--- src/rtl/alu_ctrl_pkg.sv ---
`default_nettype none
// ============================================================================
// Module      : alu_ctrl_pkg
// Description : Shared widths, opcodes, flag indices and controller states
//               for the time-shared ALU controller.
// Revision    : 1.0 - initial release
// ============================================================================
package alu_ctrl_pkg;

    localparam int DATA_W = 8;
    localparam int FLAG_W = 4;
    localparam int OP_W   = 4;

    // Flag bus is {C,Z,N,V}
    localparam int FLAG_C = 3;
    localparam int FLAG_Z = 2;
    localparam int FLAG_N = 1;
    localparam int FLAG_V = 0;

    typedef enum logic [OP_W-1:0] {
        OP_ADD   = 4'd0,
        OP_SUB   = 4'd1,
        OP_AND   = 4'd2,
        OP_OR    = 4'd3,
        OP_XOR   = 4'd4,
        OP_NOT   = 4'd5,
        OP_SHL   = 4'd6,
        OP_SHR   = 4'd7,
        OP_INC   = 4'd8,
        OP_DEC   = 4'd9,
        OP_PASSA = 4'd10
    } alu_op_e;

    typedef enum logic [1:0] {
        IDLE  = 2'd0,
        ISSUE = 2'd1,
        WAIT  = 2'd2,
        RESP  = 2'd3
    } ctrl_state_e;

endpackage
`default_nettype wire

--- src/rtl/alu_share_ctrl_rr_arbiter.sv ---
`default_nettype none
// ============================================================================
// Module      : rr_arbiter
// Description : Combinational round-robin pick; search starts one past
//               the pointer and wraps.
// Revision    : 1.0 - initial release
// ============================================================================
module rr_arbiter #(
    parameter  int N     = 4,
    localparam int IDX_W = (N > 1) ? $clog2(N) : 1
) (
    input  logic [N-1:0]     req,
    input  logic [IDX_W-1:0] pointer,
    input  logic             enable,
    output logic [N-1:0]     grant,
    output logic [IDX_W-1:0] index
);

    logic             w_found;
    logic [IDX_W-1:0] w_cand;

    always_comb begin
        grant   = '0;
        index   = '0;
        w_found = 1'b0;
        w_cand  = '0;
        for (int k = 1; k <= N; k++) begin
            w_cand = IDX_W'((int'(pointer) + k) % N);
            if (enable && !w_found && req[w_cand]) begin
                w_found       = 1'b1;
                grant[w_cand] = 1'b1;
                index         = w_cand;
            end
        end
    end

endmodule
`default_nettype wire

--- src/rtl/alu_share_ctrl.sv ---
`default_nettype none
// ============================================================================
// Module      : alu_share_ctrl
// Description : Round-robin time-sharing of one fixed-latency ALU between
//               NREQ requesters, one operation in flight at a time.
// Revision    : 1.0 - initial release
// ============================================================================
module alu_share_ctrl
    import alu_ctrl_pkg::*;
#(
    parameter  int NREQ    = 4,
    parameter  int ALU_LAT = 2,
    parameter  int CNT_W   = 16,
    localparam int GID_W   = $clog2(NREQ)
) (
    input  logic                   clk,
    input  logic                   rst,
    input  logic [NREQ-1:0]        req_valid,
    output logic [NREQ-1:0]        req_ready,
    input  logic [NREQ*OP_W-1:0]   req_op,
    input  logic [NREQ*DATA_W-1:0] req_a,
    input  logic [NREQ*DATA_W-1:0] req_b,
    output logic [NREQ-1:0]        rsp_valid,
    input  logic [NREQ-1:0]        rsp_ready,
    output logic [DATA_W-1:0]      rsp_result,
    output logic [FLAG_W-1:0]      rsp_flags,
    output logic                   alu_start,
    output logic [OP_W-1:0]        alu_op,
    output logic [DATA_W-1:0]      alu_a,
    output logic [DATA_W-1:0]      alu_b,
    input  logic [DATA_W-1:0]      alu_result,
    input  logic [FLAG_W-1:0]      alu_flags,
    output logic                   busy,
    output logic [GID_W-1:0]       grant_id,
    output logic [CNT_W-1:0]       op_count
);

    localparam int LAT_W = (ALU_LAT > 1) ? $clog2(ALU_LAT) : 1;

    ctrl_state_e       r_state;
    ctrl_state_e       w_state_next;
    logic [GID_W-1:0]  r_last_grant;
    logic [GID_W-1:0]  w_win_idx;
    logic [NREQ-1:0]   w_win_grant;
    logic              w_win_any;
    logic              w_arb_en;
    logic              w_rsp_hs;
    logic [LAT_W-1:0]  r_lat_cnt;

    logic [OP_W-1:0]   w_op_arr [NREQ];
    logic [DATA_W-1:0] w_a_arr  [NREQ];
    logic [DATA_W-1:0] w_b_arr  [NREQ];

    for (genvar gi = 0; gi < NREQ; gi++) begin : g_unpack
        assign w_op_arr[gi] = req_op[gi*OP_W +: OP_W];
        assign w_a_arr[gi]  = req_a[gi*DATA_W +: DATA_W];
        assign w_b_arr[gi]  = req_b[gi*DATA_W +: DATA_W];
    end

    // Gating with rst keeps req_ready low while reset is held
    assign w_arb_en  = (r_state == IDLE) && !rst;
    assign w_win_any = |w_win_grant;

    rr_arbiter #(
        .N (NREQ)
    ) u_arb (
        .req     (req_valid),
        .pointer (r_last_grant),
        .enable  (w_arb_en),
        .grant   (w_win_grant),
        .index   (w_win_idx)
    );

    always_ff @(posedge clk or posedge rst) begin
        if (rst) begin
            r_state <= IDLE;
        end else begin
            r_state <= w_state_next;
        end
    end

    always_comb begin
        w_state_next = r_state;
        req_ready    = '0;
        rsp_valid    = '0;
        alu_start    = 1'b0;
        busy         = 1'b1;
        w_rsp_hs     = 1'b0;
        case (r_state)
            IDLE: begin
                busy      = 1'b0;
                req_ready = w_win_grant;
                if (w_win_any) begin
                    w_state_next = ISSUE;
                end
            end
            ISSUE: begin
                alu_start    = 1'b1;
                w_state_next = WAIT;
            end
            WAIT: begin
                if (r_lat_cnt == '0) begin
                    w_state_next = RESP;
                end
            end
            RESP: begin
                rsp_valid = NREQ'(1) << grant_id;
                if (rsp_ready[grant_id]) begin
                    w_rsp_hs     = 1'b1;
                    w_state_next = IDLE;
                end
            end
            default: w_state_next = IDLE;
        endcase
    end

    always_ff @(posedge clk or posedge rst) begin
        if (rst) begin
            r_last_grant <= GID_W'(NREQ - 1);
            grant_id     <= '0;
            alu_op       <= '0;
            alu_a        <= '0;
            alu_b        <= '0;
            r_lat_cnt    <= '0;
            rsp_result   <= '0;
            rsp_flags    <= '0;
            op_count     <= '0;
        end else begin
            if ((r_state == IDLE) && w_win_any) begin
                alu_op       <= w_op_arr[w_win_idx];
                alu_a        <= w_a_arr[w_win_idx];
                alu_b        <= w_b_arr[w_win_idx];
                grant_id     <= w_win_idx;
                r_last_grant <= w_win_idx;
            end

            // Counter reaches zero in the cycle the ALU output is valid
            if (r_state == ISSUE) begin
                r_lat_cnt <= LAT_W'(ALU_LAT - 1);
            end else if ((r_state == WAIT) && (r_lat_cnt != '0)) begin
                r_lat_cnt <= r_lat_cnt - LAT_W'(1);
            end

            if ((r_state == WAIT) && (r_lat_cnt == '0)) begin
                rsp_result <= alu_result;
                rsp_flags  <= alu_flags;
            end

            if (w_rsp_hs) begin
                op_count <= op_count + CNT_W'(1);
            end
        end
    end

endmodule
`default_nettype wire

--- config.mk ---
export PLATFORM = sky130hd
export DESIGN_NAME = alu_share_ctrl
export DESIGN_NICKNAME = d
export VERILOG_FILES = /design/src/rtl/alu_ctrl_pkg.sv /design/src/rtl/alu_share_ctrl_rr_arbiter.sv /design/src/rtl/alu_share_ctrl.sv
export SDC_FILE = /design/constraint.sdc
export NUM_CORES = 1
export LEC_CHECK = 0
export ABC_AREA = 1
export BUFFER_PORTS_ARGS = -buffer_cell sky130_fd_sc_hd__buf_2
export CAP_MARGIN = 10
export CORE_UTILIZATION = 30
export DETAILED_ROUTE_END_ITERATION = 8
export PLACE_DENSITY = 0.63
export RECOVER_POWER = 100
export SYNTH_ARGS = -nofsm -noshare
export SYNTH_HDL_FRONTEND = slang
export SYNTH_SLANG_ARGS = --single-unit
export TNS_END_PERCENT = 30
--- constraint.sdc ---
create_clock -name clk -period 4.84 [get_ports clk]
set_input_delay 0 -clock clk [delete_from_list [all_inputs] [get_ports clk]]
set_output_delay 0 -clock clk [all_outputs]
set_load 0.1 [all_outputs]
==> flow_summary.toml <==
[clock_tree]
cts_clock_pin_slew_for_the_worst_setup_and_hold_paths_ns = 0.07
cts_buffers = 5
cts_hold_repair.buffers = 13
cts_htree_levels = 2
clock-sinks = 55
post_cts.resized_instances = 0
max-clock-path-buffers = 2
insertion_delay_ns = 0.28
cts_root_buf = "sky130_fd_sc_hd__clkbuf_16"
post-cts-setup-buffer-count = 0
tritoncts = "yes"

[floorplan]
placementRows = 38
die_area_um2 = 12000
dieHeight_um = 110
die_x_um = 110
initial_utilization = 0.314
coreArea_um2 = 11100
ioPinCount = 162

[final_layout]
final_nets = 736
final_layout_size_suffix_gt1_frac = 0.221
layout-area-overhead-vs-synth_pct = 31.7
antenna_cells = 0
final_design_instance_area_without_fill_um2 = 4580

[global_routing]
grt_start_max_net_pins = 42
global_route.overflow_total = 0
first_global_vias = 3379
grt_first_pass_wirelength_um = 16300
grt_use_total = 0.172
number_of_antenna_violations_at_the_first_check_in_global_routing = 0

[logic_synthesis]
synth.lib_cells_used.distinct = 30
yosys-top-cells-area = "sky130_fd_sc_hd__dfrtp_1 38%, sky130_fd_sc_hd__nand3_1 18%, sky130_fd_sc_hd__nand2_1 14%"
synthDominantAreaCellType = "sky130_fd_sc_hd__dfrtp_1"
synth-async-reset-ratio = 1.00
dominant_combinational_cell_family_by_area_after_synthesis = "simple AND/OR/NAND/NOR gates"
synth-compound-area-share = 0.0205
syn-cell-area_um2 = 3480
synth.cells.most_frequent = "133 x sky130_fd_sc_hd__nand2_1, 127 x sky130_fd_sc_hd__nand3_1, 53 x sky130_fd_sc_hd__dfrtp_1"
postSynthRegisterBits = 55
post_synthesis_instance_total = 457
synth_simple_gate_area_share = 0.395
synthMostInstantiatedCell = "sky130_fd_sc_hd__nand2_1"
yosys_most_used_dff = "sky130_fd_sc_hd__dfrtp_1"
synth_enable_flop_cells = 0
post_synth_mux_area_share = 0.0388
synth_sequential_area_ratio = 0.396
ys_warn_count = 0
synthAdderAreaFrac = 0.0503
synth_xor_area_frac = 0.0302
post_synth.cell_area_avg_um2 = 7.61
synth_nets = 573
share_of_yosys_cell_area_claimed_by_the_top_area_cell_type = 0.381

[critical_path]
worstPathMaxFanout = 41
r2r-start = "r_last_grant[1]"
r2r_end = "alu_a[5]"
crit_arrival_ns = 4.17
crit_start = "r_last_grant[1]"
worstSetupPathType = "flip-flop to flip-flop"
cp-end-kind = "flip-flop"
cp-endpoint = "alu_a[5]"
critical_path.max_stage_delay_ns = 0.73
crit_top_cell = "sky130_fd_sc_hd__nand3_1"
critPathSlowestCell = "sky130_fd_sc_hd__dfstp_1"
reg2reg_depth = 15
r2r_setup_slack_ns = 0.85
critical_path.startpoint_type = "flip-flop"
worstPathCellList = "inv_1 -> ha_1 -> inv_1 -> nand3_1 -> nand2_2 -> nand3_1 -> nor2_1 -> inv_2 -> nand3_2 -> buf_4 -> nand2_2 -> nand2_1 -> nand3_1 -> nand3_1 -> nand2_1"
crit_required_ns = 5.02

[timing]
period_needed_ns = 3.99
timing.setup.tns_ns = 0
worstMarginPinSlew_ns = 1.92
final_period_util = 0.825
setup_viol_count_final = 0
rsz0062_at_grt = "no"
slew_headroom = -0.282
fmax_mhz = 250
fin_skew_ns = 0.00421
final-max-slew-violation-count = 37
whs_ns = 0.0340
report.final.hold_viol_count = 0

[flow_run]
cap_viol_max_count = 1

[place]
gp_routability_congestion = 0.814
portBuffers = 161
place_hpwl_um = 7750
placed_cell_area_um2 = 4370

[routing]
routed-via-count = 3686
drt_wl_total_um = 10500
detail_route.drc_violations = 0
drtAntennaViolNets = 0
drt-pass1-iter-count = 4
drtIter0Drc = 177
average_detailed_routed_wire_length_per_instance_um = 13.8
post_drt_via_cell_ratio = 4.84

[status]
status = "complete, but fails checks"
failed_checks = "capacitance limit, slew limit"

[pwr]
power_density_nw_per_um2 = 742
leakage_nw = 2.32
power.ir.vdd_worst_mv = 0.585

[worst_hold_path]
hp-class = "input pin to flip-flop"
[layout by cell type (no fill, tap or decap)]
master / Yosys / routed
sky130_fd_sc_hd__buf_2: 6 / 100
sky130_fd_sc_hd__mux2_2: 12 / 12
sky130_fd_sc_hd__o21ai_2: 1 / 1
sky130_fd_sc_hd__buf_4: 10 / 2
sky130_fd_sc_hd__nor4_1: 1 / 1
sky130_fd_sc_hd__dfstp_2: 2 / 1
sky130_fd_sc_hd__inv_1: 28 / 28
sky130_fd_sc_hd__nor2_4: 2 / 1
sky130_fd_sc_hd__xor2_1: 3 / 3
sky130_fd_sc_hd__o21ai_4: 0 / 1
sky130_fd_sc_hd__nand2_2: 3 / 3
sky130_fd_sc_hd__dfstp_1: 0 / 1
sky130_fd_sc_hd__inv_2: 3 / 3
sky130_fd_sc_hd__nand2_1: 133 / 133
sky130_fd_sc_hd__xnor2_1: 9 / 9
sky130_fd_sc_hd__clkbuf_16: 0 / 5
sky130_fd_sc_hd__or2_2: 1 / 1
sky130_fd_sc_hd__clkbuf_8: 0 / 1
sky130_fd_sc_hd__nand2_4: 1 / 1
sky130_fd_sc_hd__nor2_1: 10 / 12
sky130_fd_sc_hd__nand3_2: 3 / 2
sky130_fd_sc_hd__nand4_1: 8 / 8
sky130_fd_sc_hd__dfrtp_1: 53 / 53
sky130_fd_sc_hd__ha_1: 14 / 14
sky130_fd_sc_hd__clkinv_2: 0 / 1
sky130_fd_sc_hd__a21oi_2: 0 / 1
sky130_fd_sc_hd__dlygate4sd3_1: 0 / 13
sky130_fd_sc_hd__o21ai_0: 6 / 6
sky130_fd_sc_hd__nor3_1: 7 / 7
sky130_fd_sc_hd__nand3_1: 127 / 128
sky130_fd_sc_hd__bufinv_16: 0 / 1
sky130_fd_sc_hd__nand3b_1: 1 / 1
sky130_fd_sc_hd__clkbuf_1: 5 / 62
sky130_fd_sc_hd__nor3b_1: 1 / 1
sky130_fd_sc_hd__a21oi_1: 4 / 3
sky130_fd_sc_hd__o21bai_1: 1 / 1
[sequential cells by signal (all words and copies together), names as in the netlist]
signal	cells
rsp_result	8
r_last_grant	2
rsp_flags	4
alu_a	8
grant_id	2
r_state	2
r_lat_cnt	1
alu_op	4
op_count	16
alu_b	8
[metrics by stage]
stage	cells	util	total power [mW]	setup slack, ns
2_1_floorplan	457	-	2.67	1.22
3_3_place_gp	740	0.395	3.02	1.43
3_5_place_dp	740	0.395	3.05	1.27
4_1_cts	761	0.422	3.49	1.26
5_1_grt	761	0.414	3.60	0.494
6_report	761	0.414	3.40	0.846
[cell families (layout without fill, tap and decap cells)]
| kind of cell | Yosys count | in the layout |
|---|---|---|
| compound gates | 13 | 13 |
| fa+ha+maj | 14 | 14 |
| xor+xnor | 12 | 12 |
| flops | 55 | 55 |
| buf+inv | 52 | 216 |
| mux | 12 | 12 |
| simple gates | 299 | 299 |
[worst max-delay path: cells and delay by family (launching register included)]
kind | cells | cell delay (ns)
adders and majority gates | 1 | 0.37
buffers and inverters | 4 | 0.82
DFF | 1 | 0.73
and+or+nand+nor | 10 | 1.94
[how the worst min path moves through the flow]
stage                       from           end  slack, ns  depth (start not counted)
finish                 req_b[28]      alu_b[4]       0.03                          5
global route           req_a[29]      alu_a[5]       0.05                          5
floorplan           alu_flags[3]  rsp_flags[3]       0.15                          1
detailed placement           rst   grant_id[1]       0.06                          2
CTS                    req_b[28]      alu_b[4]       0.02                          5
global placement             rst   grant_id[1]       0.05                          2
[report_power, final]
group / switching [mW] / internal (mW) / total (mW)
logic: 1.85 / 0.377 / 2.23
clock network: 0.159 / 0.258 / 0.416
registers: 0.121 / 0.636 / 0.757
total: 2.13 / 1.27 / 3.40
[layer usage]
metal  vias to the layer above  wire length, µm  GRT usage
li1                       1839                -          -
met5                         -                0          0
met4                         0               51     0.0229
met3                         4              611     0.0237
met2                       131             5040      0.298
met1                      1712             4830      0.234
[cell type report]
type / count / area (µm²)
well taps: 140 / 175
clock inverters: 2 / 35.0
multi-input cells: 350 / 1860
inverters: 31 / 116
clock buffers: 6 / 139
fillers: 1173 / 6490
repair buffers: 177 / 878
flip-flops and latches: 55 / 1380
No activity file was read; power rests on OpenSTA's default activity.
